===== src/rtl/dff_bank_arbiter.sv =====
// Round-robin arbiter driving a shared D flip-flop bank for two requesters.
// Define DFF_BANK_QN_CHECK_EN to add the bank_qn input and sticky err output.
module dff_bank_arbiter #(
    parameter int WIDTH        = 8,
    parameter int PULSE_CYCLES = 1
) (
    input  logic             clk,
    input  logic             r,
    input  logic             req0,
    input  logic [1:0]       op0,
    input  logic [WIDTH-1:0] wdata0,
    output logic             ack0,
    input  logic             req1,
    input  logic [1:0]       op1,
    input  logic [WIDTH-1:0] wdata1,
    output logic             ack1,
    output logic [WIDTH-1:0] rd_data,
    output logic             busy,
    output logic             grant,
    output logic [WIDTH-1:0] bank_data,
    output logic             bank_clk,
    output logic [WIDTH-1:0] bank_s,
    output logic [WIDTH-1:0] bank_r,
    input  logic [WIDTH-1:0] bank_q
`ifdef DFF_BANK_QN_CHECK_EN
    ,
    input  logic [WIDTH-1:0] bank_qn,
    output logic             err
`endif
);

    localparam int CW = (PULSE_CYCLES > 1) ? $clog2(PULSE_CYCLES) : 1;
    localparam logic [CW-1:0] CNT_INIT = CW'(PULSE_CYCLES - 1);

    localparam logic [1:0] OP_LOAD  = 2'b00;
    localparam logic [1:0] OP_SET   = 2'b01;
    localparam logic [1:0] OP_CLEAR = 2'b10;

    typedef enum logic [1:0] {
        IDLE,
        EXEC,
        SETTLE,
        DONE
    } state_t;

    state_t           state_q, state_d;
    logic [CW-1:0]    cnt_q, cnt_d;
    logic [1:0]       op_q, op_d;
    logic [WIDTH-1:0] wdata_q, wdata_d;
    logic             last_q, last_d;
    logic             grant_q, grant_d;
    logic             ack0_q, ack0_d;
    logic             ack1_q, ack1_d;
    logic             busy_q, busy_d;
    logic [WIDTH-1:0] rd_q, rd_d;
    logic [WIDTH-1:0] bdata_q, bdata_d;
    logic             bclk_q, bclk_d;
    logic [WIDTH-1:0] bs_q, bs_d;
    logic [WIDTH-1:0] br_q, br_d;
    logic             el0, el1, pick;
`ifdef DFF_BANK_QN_CHECK_EN
    logic             err_q, err_d;
`endif

    always_comb begin
        state_d = state_q;
        cnt_d   = cnt_q;
        op_d    = op_q;
        wdata_d = wdata_q;
        last_d  = last_q;
        grant_d = grant_q;
        ack0_d  = 1'b0;
        ack1_d  = 1'b0;
        rd_d    = rd_q;
        bdata_d = bdata_q;
        bclk_d  = 1'b0;
        bs_d    = '0;
        br_d    = '0;
`ifdef DFF_BANK_QN_CHECK_EN
        err_d   = err_q;
`endif
        // A requester just acked may still hold req for one cycle.
        el0  = req0 & ~ack0_q;
        el1  = req1 & ~ack1_q;
        pick = (el0 & el1) ? ~last_q : el1;

        unique case (state_q)
            IDLE: begin
                if (el0 | el1) begin
                    grant_d = pick;
                    op_d    = pick ? op1 : op0;
                    wdata_d = pick ? wdata1 : wdata0;
                    cnt_d   = CNT_INIT;
                    state_d = EXEC;
                    unique case (op_d)
                        OP_LOAD: begin
                            bdata_d = wdata_d;
                            bclk_d  = 1'b1;
                        end
                        OP_SET:   bs_d = wdata_d;
                        OP_CLEAR: br_d = wdata_d;
                        default:  ;
                    endcase
                end
            end
            EXEC: begin
                if (cnt_q == '0) begin
                    state_d = SETTLE;
                end else begin
                    cnt_d  = cnt_q - CW'(1);
                    bclk_d = bclk_q;
                    bs_d   = bs_q;
                    br_d   = br_q;
                end
            end
            SETTLE: begin
                rd_d    = bank_q;
`ifdef DFF_BANK_QN_CHECK_EN
                if (bank_q != ~bank_qn) err_d = 1'b1;
`endif
                state_d = DONE;
            end
            DONE: begin
                ack0_d  = ~grant_q;
                ack1_d  = grant_q;
                last_d  = grant_q;
                state_d = IDLE;
            end
            default: state_d = IDLE;
        endcase

        busy_d = (state_d != IDLE);
    end

    always_ff @(posedge clk) begin
        if (r) begin
            state_q <= IDLE;
            cnt_q   <= '0;
            op_q    <= '0;
            wdata_q <= '0;
            last_q  <= 1'b1;
            grant_q <= 1'b0;
            ack0_q  <= 1'b0;
            ack1_q  <= 1'b0;
            busy_q  <= 1'b0;
            rd_q    <= '0;
            bdata_q <= '0;
            bclk_q  <= 1'b0;
            bs_q    <= '0;
            br_q    <= '0;
`ifdef DFF_BANK_QN_CHECK_EN
            err_q   <= 1'b0;
`endif
        end else begin
            state_q <= state_d;
            cnt_q   <= cnt_d;
            op_q    <= op_d;
            wdata_q <= wdata_d;
            last_q  <= last_d;
            grant_q <= grant_d;
            ack0_q  <= ack0_d;
            ack1_q  <= ack1_d;
            busy_q  <= busy_d;
            rd_q    <= rd_d;
            bdata_q <= bdata_d;
            bclk_q  <= bclk_d;
            bs_q    <= bs_d;
            br_q    <= br_d;
`ifdef DFF_BANK_QN_CHECK_EN
            err_q   <= err_d;
`endif
        end
    end

    assign ack0      = ack0_q;
    assign ack1      = ack1_q;
    assign rd_data   = rd_q;
    assign busy      = busy_q;
    assign grant     = grant_q;
    assign bank_data = bdata_q;
    assign bank_clk  = bclk_q;
    assign bank_s    = bs_q;
    assign bank_r    = br_q;
`ifdef DFF_BANK_QN_CHECK_EN
    assign err       = err_q;
`endif

endmodule


===== config.mk =====
export PLATFORM = sky130hd
export DESIGN_NAME = dff_bank_arbiter
export DESIGN_NICKNAME = d
export VERILOG_FILES = /design/src/rtl/dff_bank_arbiter.sv
export SDC_FILE = /design/constraint.sdc
export NUM_CORES = 1
export LEC_CHECK = 0
export BUFFER_PORTS_ARGS = -buffer_cell sky130_fd_sc_hd__buf_2
export CAP_MARGIN = 20
export CORE_MARGIN = 2
export CORE_UTILIZATION = 40
export DETAILED_ROUTE_END_ITERATION = 16
export MAX_ROUTING_LAYER = met4
export PLACE_DENSITY = 0.75
export SETUP_SLACK_MARGIN = 0.4
export SLEW_MARGIN = 20
export SYNTH_ARGS = -nofsm -noshare
export SYNTH_HDL_FRONTEND = slang
export SYNTH_SLANG_ARGS = --single-unit

===== constraint.sdc =====
create_clock -name clk -period 2.84 [get_ports clk]
set_input_delay 0.426 -clock clk [delete_from_list [all_inputs] [get_ports clk]]
set_output_delay 0.426 -clock clk [all_outputs]
set_load 0.1 [all_outputs]

# Word-level counts from Yosys, hierarchy flattened
# Cells that the tools add are included.
# op_classes
addsub,1
n_eq_ne,7
n_mux,20
bitwise,9
reduce_logical,8
# ops
cell,n
2-to-1 mux 8 bit,6
case mux 8 bit (2 select lines),2
case mux 2 bit (4 select lines),1
"== test 2 bit, second input constant",3
2-to-1 mux 1 bit,6
2-to-1 mux 2 bit,3
NOT 1 bit,5
"== test 2 x 1 -> 1 bit, second input constant",2
logical NOT 2 bit,2
"!= test 2 bit, second input constant",2
case mux 1 bit (2 select lines),2
AND reduction 2 bit,2
nonzero test 2 bit,2
bitwise AND 1 bit,3
AND reduction 3 bit,1
OR reduction 2 bit,1
bitwise OR 1 bit,1
"subtractor 1 bit, second input constant",1
# word_totals
ff_bits,41
in_bits,32
output_inout_bits,37
elab_cells,57

# Depth between registers and ports, before layout
# Gate-level depths: netlist (run 1).
# depth
depth_word,9
depth_mapped,7
depth_no_buf,5

# Worst setup path before layout (run 1)
# Ideal clock, no wire load.
# synth_timing
path_kind,reg-to-reg
start,"register ack0_q, in the netlist ack0"
end,"register bdata_q[0], in the netlist bank_data[0]"
t_arrival_ns,2.010
t_required_ns,2.699
path_slack_ns,0.689
path_stages_with_launch,6
n_path_buf,1
path_cell_list,dfxtp_1 -> and3b_1 -> clkbuf_1 -> nor2_4 -> mux2i_1 -> a211oi_2
# synth_between
elab_chain_cells,7
# synth_lines
item,line_no,source
"start, declared",52,"logic ack0_q, ack0_d;"
"start signal, assigned",161,ack0_q <= ack0_d;
NOT 1 bit (*),83,el0 = req0 & ~ack0_q;
bitwise AND 1 bit (*),83,
bitwise AND 1 bit,85,pick = (el0 & el1) ? ~last_q : el1;
2-to-1 mux 1 bit,85,
2-to-1 mux 2 bit,91,op_d = pick ? op1 : op0;
logical NOT 2 bit,95,unique case (op_d)
AND reduction 3 bit (no source line),-,
"end signal, assigned",165,bdata_q <= bdata_d;
"end, declared",56,"logic [WIDTH-1:0] bdata_q, bdata_d;"
# Every way passes the cells marked *; elsewhere a longest branch is shown, timed or not.
# A chain may end at the register's enable or synchronous reset.

# Worst setup path after layout (run 1)
# layout_timing
start,register state_q[0]
end,"register bdata_q[6], in the netlist bank_data[6]"
# layout_between
elab_chain_cells,2
# layout_lines
item,line_no,source
"start, declared",46,"state_t state_q, state_d;"
"start signal, assigned",155,state_q <= state_d;
logical NOT 2 bit,87,unique case (state_q)
AND reduction 3 bit (no source line),-,
# Every way passes these cells.

==> flow_summary.toml, run 1 <==
[die]
core_sq_um = 3660
die_y_microns = 65.7
start_util_pct = 41.6
row_count = 22
fp.dieArea_sq_um = 4320
die_x_microns = 65.7
io_pins = 69

[timing]
slew_viol_final = 0
whs_ns = 0.386
max_slew_margin_pct = 58.6
fin_skew_ns = 0.00182
worst_pin_slew_ns = 0.616
min_period_over_period_pct = 61.5
rsz0062_at_grt = "false"
hold_violations = 0
fin_crit_ns = 1.75
setup_viol = 0
fmax_mhz = 573
tns_ns = 0

[setup_path]
startpoint_type = "flip-flop"
path_buf_inv = 1
crit_slowest_cell = "or2_1"
worst-path-max-fanout = 9
reg2reg_slack_ns = 1.09
worstSetupEndpointType = "flip-flop"
arrival_ns = 1.89
critPathTopFamily = "compound AO/OA/AOI/OAI gates"
path_class = "flip-flop to flip-flop"
worstPathRequired_ns = 2.99
cp_slowest_stage_delay_ns = 0.42
path_cells = "inv_1, ha_1, o2111a_1, or2_1, a211oi_2"

[finish]
diodes = 0
nFillCells = 340
drive_gt1_share_pct = 41.0
fin_cells = 260
final_cell_area_sq_um = 1970
layout.nets = 246
area_growth_pct = 29.5

[routing]
dr.pass1.iters = 2
met3_length_microns = 343
via_per_inst = 4.89
highest_layer = "met4"
dr_wl_met2_mm = 1.48
dr.first_iter.drc_count = 36
wl_per_cell_microns = 12.2
route.detailed.drc = 0
wirelength_mm = 3.17
via_count = 1272
wl_met1_mm = 1.34
postRouteAntennaNets = 0

[clock_network]
cts_resized = 0
cts_made_buffers = 5
cts.sinks = 40
clock_latency_ns = 0.28
postCtsSetupBuffers = 0
cts_htree_levels = 2
root_buffer = "clkbuf_8"
clock_path_buffers = 2
cts.clk_slew.worst_paths_ns = 0.07
cts_tree = "yes"
cts_hold_buf = 0

[global_routing]
antenna_found_initial = 0
grt_pass1_wl_mm = 5.18
grt_max_degree = 23
grt_pass1_vias = 1277
grt_use_total_pct = 15.6
grt_overflow = 0

[yosys]
synth_warnings = 0
syn_inst = 143
muxShareOfSynthArea_pct = 11.8
synth_compound_area_share_pct = 10.6
syn_avg_cell_area_sq_um = 10.6
yosysMostFrequentCell = "dfxtp_1"
synth_fa_ha_area_share_pct = 2.47
synth-async-reset-ratio_pct = 0
seq_area_frac_synth_pct = 52.6
synth.distinct_cells = 31
yosys-top-cells-count = "dfxtp_1, nor2_1, mux2i_1, nor3_1, a211oi_2"
synth_xor_area_share_pct = 0
synthFlopType = "dfxtp_1"
synth_nets = 178
synth_area_leader_cell = "dfxtp_1"
synth-simple-area-share_pct = 18.9
synth_top_family_by_area = "simple AND/OR/NAND/NOR gates"
ys_seq_elements = 40
yosys.area.top_type_share_pct = 52.6
synthesis.area_sq_um = 1520
synth-edff-count = 0
ys_top_cells_by_area = "dfxtp_1, mux2i_1, nor2_1"

[placement]
gp_congestion = 0.806
dp_cells = 252
dpl_cell_area_sq_um = 1880
numPortBuffers = 68
hpwl_mm = 2.46

[worst_hold_path]
hold_path.class = "primary input to flip-flop"

[power_and_ir_drop]
p_seq_share_pct = 35.3
p_clk_share_pct = 18.7
irDropWorstVdd_mv = 0.700
intPower_w = 0.00104
powerDensity_nw_per_um2 = 1000
swShare_pct = 47.2
combPwrFrac_pct = 46.0
p_leak_nw = 0.934
netSwitchingPower_w = 0.000931

[run_status]
outcome = "finished clean"

[flow_run]
maxCapViolations = 0
[cell type report]
type | count | area, sq um | area share (%)
tap | 48 | 60.1 | 3.05
multi-input combinational | 93 | 667 | 33.8
clock buffer | 6 | 82.6 | 4.19
timing repair buffer | 68 | 340 | 17.3
sequential | 40 | 801 | 40.6
clock inverter | 2 | 10.0 | 0.508
inverter | 3 | 11.3 | 0.571
[worst min-delay path, cell delays in order]
cell,delay (ns)
buf_2,0.07
mux2i_1,0.05
nor2_1,0.07
[cell families after synthesis]
| kind of cell | after synthesis |
|---|---|
| compound gates | 17 |
| simple gates | 55 |
| buf+inv | 10 |
| fa+ha+maj | 3 |
| mux | 18 |
| flops | 40 |
[sequential cells by signal, summed over array words and instances (netlist names)]
register	count
busy	1
bank_data	8
ack0	1
grant	1
rd_data	8
bank_r	8
bank_s	8
bank_clk	1
ack1	1
last_q	1
state_q	2
[stage by stage]
| step | total power [W] | utilization (%) | setup WS [ns] |
|---|---|---|---|
| finish | 0.00197 | 53.9 | 1.09 |
| global route | 0.00207 | 53.9 | 0.957 |
| CTS | 0.00199 | 53.9 | 1.08 |
| detailed placement | 0.00162 | 51.3 | 0.955 |
| global placement | 0.00161 | 51.3 | 1.03 |
| floorplan | 0.00148 | - | 0.689 |
[path summary, 6_finish.rpt]
kind,start,endpoint,depth (start not counted)
setup / recovery,state_q[0],bank_data[6],5
hold / removal,bank_q[7],rd_data[7],3
setup reg to reg,state_q[0],bank_data[6],5
hold reg to reg,rd_data[5],rd_data[5],2
[metal layers]
metal | track usage, % | vias up
li1 | - | 629
met1 | 16.8 | 585
met2 | 27.3 | 55
met3 | 5.65 | 3
met4 | 3.65 | 0
met5 | - | -
[power groups by stage]
stage / combinational [W] / sequential (W) / clock (W)
global route: 0.000954 / 0.000707 / 0.000414
CTS: 0.000912 / 0.000696 / 0.000382
global placement: 0.000901 / 0.000706 / 0
floorplan: 0.000281 / 0.00120 / 0
detailed placement: 0.000911 / 0.000706 / 0
finish: 0.000906 / 0.000696 / 0.000370
[layout by cell type (no fill, tap or decap), drive strengths merged, types with 2 or more instances in the layout]
cell type	synthesis	layout
ha	3	3
nand2b	3	3
buf	5	68
a21oi	2	2
clkinv	0	2
nor2	29	29
dfxtp	40	40
mux2i	18	18
a211oi	9	9
nor4b	2	2
or2	2	2
nor2b	2	2
inv	3	3
o21ai	3	3
nor3	10	10
clkbuf	2	6
(Power assumes the default switching activity.)
==> run 2: changes to the inputs <==
--- a/config.mk
+++ b/config.mk
@@ -5,13 +5,14 @@
 export SDC_FILE = /design/constraint.sdc
 export NUM_CORES = 1
 export LEC_CHECK = 0
+export ABC_AREA = 1
 export BUFFER_PORTS_ARGS = -buffer_cell sky130_fd_sc_hd__buf_2
 export CAP_MARGIN = 20
 export CORE_MARGIN = 2
 export CORE_UTILIZATION = 40
 export DETAILED_ROUTE_END_ITERATION = 16
 export MAX_ROUTING_LAYER = met4
-export PLACE_DENSITY = 0.75
+export PLACE_DENSITY = 0.74
 export SETUP_SLACK_MARGIN = 0.4
 export SLEW_MARGIN = 20
 export SYNTH_ARGS = -nofsm -noshare
==> constraint.sdc (replaced) <==
create_clock -name clk -period 1.7 [get_ports clk]
set_input_delay 0.255 -clock clk [delete_from_list [all_inputs] [get_ports clk]]
set_output_delay 0.255 -clock clk [all_outputs]
set_load 0.1 [all_outputs]
==> flow_summary.toml, run 2 <==
[run_status]
outcome = "finished clean"

[finish]
final_cell_mix = "nor2_1, dfxtp_1, buf_4, buf_2, nand2_1"
layout.nets = 321
area_growth_pct = 52.0
drive_gt1_share_pct = 43.9
final_cell_area_sq_um = 2420
fin_cells = 335
final_common_cell = "nor2_1"
diodes = 0

[die]
row_count = 22
die_x_microns = 67.1
start_util_pct = 42.6
io_pins = 69
die_y_microns = 67.1
core_sq_um = 3740
fp.dieArea_sq_um = 4510

[yosys]
syn_inst = 197
synth.distinct_cells = 23
seq_area_frac_synth_pct = 50.2
synth-edff-count = 0
synthesis.area_sq_um = 1590
syn_avg_cell_area_sq_um = 8.09
synth-async-reset-ratio_pct = 0
synthFlopType = "dfxtp_1"
muxShareOfSynthArea_pct = 0
yosys-top-cells-count = "nor2_1, dfxtp_1, nand2_1, inv_1, o21ai_0"
synth_fa_ha_area_share_pct = 2.35
synth_compound_area_share_pct = 5.02
synth_warnings = 0
ys_seq_elements = 40
synth_top_family_by_area = "simple AND/OR/NAND/NOR gates"
synth_xor_area_share_pct = 0
yosysMostFrequentCell = "nor2_1"
yosys.area.top_type_share_pct = 50.2
ys_top_cells_by_area = "dfxtp_1, nor2_1, nand2_1"
synth_area_leader_cell = "dfxtp_1"
synth_nets = 232
synth-simple-area-share_pct = 35.2

[clock_network]
cts_hold_buf = 0
cts_tree = "yes"
cts.clk_slew.worst_paths_ns = 0.08
clock_path_buffers = 2
clock_latency_ns = 0.29
root_buffer = "clkbuf_8"
cts.sinks = 40
cts_htree_levels = 2
cts_made_buffers = 5

[global_routing]
antenna_found_initial = 0
grt_pass1_wl_mm = 5.65
grt_overflow = 0
grt_pass1_vias = 1322
grt_max_degree = 14
grt_use_total_pct = 17.4

[setup_path]
worst-path-max-fanout = 7
arrival_ns = 1.50
worstPathRequired_ns = 1.90
crit_slowest_cell = "dfxtp_4"
startpoint_type = "flip-flop"
path_cells = "nor2_4, buf_12, nand2_8, o21ai_0, nand3_1, nand2_1, nor2_1"
cp_slowest_stage_delay_ns = 0.35
path_class = "flip-flop to flip-flop"
worstSetupEndpointType = "flip-flop"
path_buf_inv = 1
critPathTopFamily = "simple AND/OR/NAND/NOR gates"

[routing]
via_per_inst = 4.52
highest_layer = "met4"
wl_met1_mm = 1.48
route.detailed.drc = 0
wl_per_cell_microns = 11.1
met3_length_microns = 316
wirelength_mm = 3.72
dr.first_iter.drc_count = 77
postRouteAntennaNets = 0
dr_wl_met2_mm = 1.85
dr.pass1.iters = 4
via_count = 1515

[timing]
rsz0062_at_grt = "true"
slew_viol_final = 0
worst_pin_slew_ns = 0.481
setup_viol = 0
hold_violations = 0
max_slew_margin_pct = 68.1
whs_ns = 0.176
fin_ws_ns = 0.397
fin_crit_ns = 1.30
min_period_over_period_pct = 76.7
fmax_mhz = 767
tns_ns = 0
fin_skew_ns = 0.00517

[power_and_ir_drop]
powerDensity_nw_per_um2 = 1350
irDropWorstVdd_mv = 0.847
p_leak_nw = 1.24

[placement]
hpwl_mm = 2.61
dp_cells = 315
numPortBuffers = 68
post-place-ws_ns = 0.211
dpl_cell_area_sq_um = 2060
gp_congestion = 0.772

[flow_run]
maxCapViolations = 0

[worst_hold_path]
hold_path.class = "primary input to flip-flop"
## run 2: final timing paths
check | startpoint | endpoint | slack (ns) | depth (start not counted)
worst min register to register | grant | ack1 | 0.47 | 2
worst max-delay path | ack1 | bank_data[3] | 0.40 | 7
worst max register to register | ack1 | bank_data[3] | 0.40 | 7
worst min-delay path | bank_q[2] | rd_data[2] | 0.18 | 3
## run 2: routing by layer
metal / track usage [%] / vias up
li1: - / 785
met1: 19.0 / 664
met2: 28.8 / 59
met3: 5.91 / 7
met4: 7.40 / 0
met5: - / -
## run 2: cells by family (layout without fill, tap and decap cells)
| logic type | after synthesis | in the layout |
|---|---|---|
| DFF | 40 | 40 |
| and+or+nand+nor | 111 | 112 |
| AOI/OAI and AO/OA | 16 | 16 |
| buffers and inverters | 27 | 116 |
| adders and majority gates | 3 | 3 |
## run 2: layout make-up
class | count | area [sq um]
Fill cell | 325 | 1320
Sequential cell | 40 | 810
Multi-Input combinational cell | 131 | 779
Timing Repair Buffer | 83 | 572
Inverter | 25 | 105
Clock buffer | 6 | 82.6
Tap cell | 48 | 60.1
Clock inverter | 2 | 13.8
## run 2: report_power, final
| part | switching [W] | internal, W | total (W) | leakage (nW) |
|---|---|---|---|---|
| clock | 0.000339 | 0.000332 | 0.000671 | 0.0516 |
| combinational | 0.00112 | 0.000369 | 0.00149 | 0.857 |
| sequential | 0.0000593 | 0.00105 | 0.00111 | 0.327 |
| total | 0.00152 | 0.00175 | 0.00327 | 1.24 |
## run 2: timing repair
action / CTS / global route
endpoints found under the setup margin: 47 / 43
buffers inserted: 7 / 4
pin swaps: 3 / 8
gates resized for setup: 28 / 26
gates cloned: 1 / 0
endpoints found under the hold margin: 0 / 0
## run 2: tightest hold or removal path: cells and delay by family
kind	cells	cell delay [ns]
buf+inv	1	0.08
simple gates	2	0.11
## run 2: through the flow
step	total power [W]	utilization, %
after global routing	0.00343	64.7
final	0.00327	64.7
after global placement	0.00245	54.9
after floorplan	0.00225	-
after detailed placement	0.00247	54.9
after CTS	0.00322	61.6
==> run 3: changes to the inputs <==
--- a/config.mk
+++ b/config.mk
@@ -5,14 +5,14 @@
 export SDC_FILE = /design/constraint.sdc
 export NUM_CORES = 1
 export LEC_CHECK = 0
-export ABC_AREA = 1
+export ABC_AREA = 0
 export BUFFER_PORTS_ARGS = -buffer_cell sky130_fd_sc_hd__buf_2
 export CAP_MARGIN = 20
 export CORE_MARGIN = 2
 export CORE_UTILIZATION = 40
 export DETAILED_ROUTE_END_ITERATION = 16
 export MAX_ROUTING_LAYER = met4
-export PLACE_DENSITY = 0.74
+export PLACE_DENSITY = 0.75
 export SETUP_SLACK_MARGIN = 0.4
 export SLEW_MARGIN = 20
 export SYNTH_ARGS = -nofsm -noshare
==> constraint.sdc (replaced) <==
create_clock -name clk -period 1.2 [get_ports clk]
set_input_delay 0.18 -clock clk [delete_from_list [all_inputs] [get_ports clk]]
set_output_delay 0.18 -clock clk [all_outputs]
set_load 0.1 [all_outputs]
==> flow_summary.toml, run 3 (synthesis gave the netlist of run 1 again) <==
[routing]
wirelength_mm = 4.80
via_per_inst = 4.95
route.detailed.drc = 0
dr.pass1.iters = 4
via_count = 1495
wl_per_cell_microns = 15.9
postRouteAntennaNets = 0
dr.first_iter.drc_count = 46

[die]
die_x_microns = 65.7
core_sq_um = 3660
row_count = 22
fp.dieArea_sq_um = 4320
die_y_microns = 65.7
start_util_pct = 41.6
io_pins = 69

[global_routing]
grt_pass1_wl_mm = 7.60
grt_use_total_pct = 24.4
grt_overflow = 0
grt_pass1_vias = 1599
grt_max_degree = 15
antenna_found_initial = 0

[flow_run]
maxCapViolations = 0

[timing]
setup_viol = 37
min_period_over_period_pct = 124
max_slew_margin_pct = 81.6
rsz0062_at_grt = "true"
slew_viol_final = 0
fmax_mhz = 674
fin_ws_ns = -0.284
fin_skew_ns = 0.00558
fin_crit_ns = 1.48
worst_pin_slew_ns = 0.274
hold_violations = 0

[setup_path]
worstSetupEndpointType = "flip-flop"
startpoint_type = "flip-flop"
arrival_ns = 1.65
path_buf_inv = 2
worstPathRequired_ns = 1.37
r2r-start = "ack0"
cp-startpoint = "ack0"
path_class = "flip-flop to flip-flop"
worst-path-max-fanout = 6
crit_slowest_cell = "dfxtp_4"
path_cells = "and3b_2, nor2_4, buf_12, mux2i_2, buf_4, a211oi_2"
critPathTopFamily = "simple AND/OR/NAND/NOR gates"
cp_slowest_stage_delay_ns = 0.36

[clock_network]
cts_htree_levels = 2
cts_tree = "yes"
cts_made_buffers = 5
clock_latency_ns = 0.29
root_buffer = "clkbuf_8"
cts.sinks = 40
clock_path_buffers = 2
cts.clk_slew.worst_paths_ns = 0.07

[power_and_ir_drop]
netSwitchingPower_w = 0.00265
p_clk_share_pct = 13.4
p_total_w = 0.00620
p_seq_share_pct = 28.9
swShare_pct = 42.7
intPower_w = 0.00356
powerDensity_nw_per_um2 = 1960
combPwrFrac_pct = 57.7
irDropWorstVdd_mv = 1.56
p_leak_nw = 1.29

[finish]
multi_input_area_sq_um = 800
final-seq-area_sq_um = 946
layout.nets = 288
nFillCells = 164
drive_gt1_share_pct = 74.8
area_growth_pct = 108
final_cell_area_sq_um = 3170
diodes = 0
final_cell_mix = "dfxtp_4, buf_12, buf_2, buf_4, nor2_1"
postLayoutCoreUtil_pct = 86.7

[run_status]
outcome = "complete, but fails checks"
violations = "setup timing"

[placement]
gp_congestion = 0.844
numPortBuffers = 68
dpl_cell_area_sq_um = 2870
hpwl_mm = 3.43

[worst_hold_path]
hold_start = "r"
hold_path.class = "primary input to flip-flop"
==> run 3: changes by cell type in the layout (fill, tap and decap cells not counted), moves of 14 or more <==
cell	change
clkbuf_4	-14
nand2_1	-28
mux2i_1	+14
dfxtp_4	+36
dfxtp_1	-37
inv_1	-18
buf_12	+36
nor2_1	-29
==> run 3: worst reg2reg max path: stages, from the launching register on <==
cell,delay (ns)
dfxtp_4,0.36
and3b_2,0.25
nor2_4,0.17
buf_12,0.16
mux2i_2,0.21
buf_4,0.16
a211oi_2,0.06
==> run 3: power by group through the flow <==
stage                     Sequential, W  Clock, W  Combinational, W
after floorplan                 0.00294         0          0.000714
after global placement          0.00180         0           0.00297
after detailed placement        0.00182         0           0.00304
after CTS                       0.00179  0.000860           0.00346
after global routing            0.00182  0.000906           0.00375
final                           0.00179  0.000834           0.00358
==> run 3: path summary, 6_finish.rpt <==
| kind | endpoint | slack, ns | depth (start not counted) |
|---|---|---|---|
| max reg2reg | bank_data[2] | -0.28 | 6 |
| min | last_q | 0.13 | 3 |
| max | bank_data[2] | -0.28 | 6 |
| min reg2reg | rd_data[4] | 0.53 | 2 |
==> run 3: per-layer routing <==
metal,wire length [microns],part of all wire [%],vias to the layer above,GRT usage [%]
li1,-,-,717,-
met1,1720,36,697,24.2
met2,2590,54,74,45.1
met3,424,8.8,7,6.85
met4,60,1.3,0,8.85
met5,0,0,-,-
==> run 3: per-stage QoR <==
stage	worst slack (ns)	cells	hold WS, ns	setup TNS, ns
finish	-0.284	302	0.129	-7.30
global route	-0.346	302	0.124	-9.35
CTS	-0.233	300	0.113	-5.20
detailed placement	-0.268	284	0.421	-5.11
global placement	-0.191	284	0.410	-3.74
floorplan	-0.463	143	0.249	-10.98
==> run 3: area by class of cell <==
type,instances,share of cell area [%]
multi-input combinational,93,25.2
inverter,3,0.355
clock buffer,7,2.41
timing repair buffer,110,40.2
sequential,40,29.8
clock inverter,1,0.118
tap,48,1.89
==> run 3: what timing repair did <==
action | 4_1_cts | 5_1_grt
buffers inserted | 8 | 2
gates resized for setup | 28 | 11
endpoints found under the setup margin | 77 | 77
hold buffers | 0 | 0
pin swaps | 12 | 8
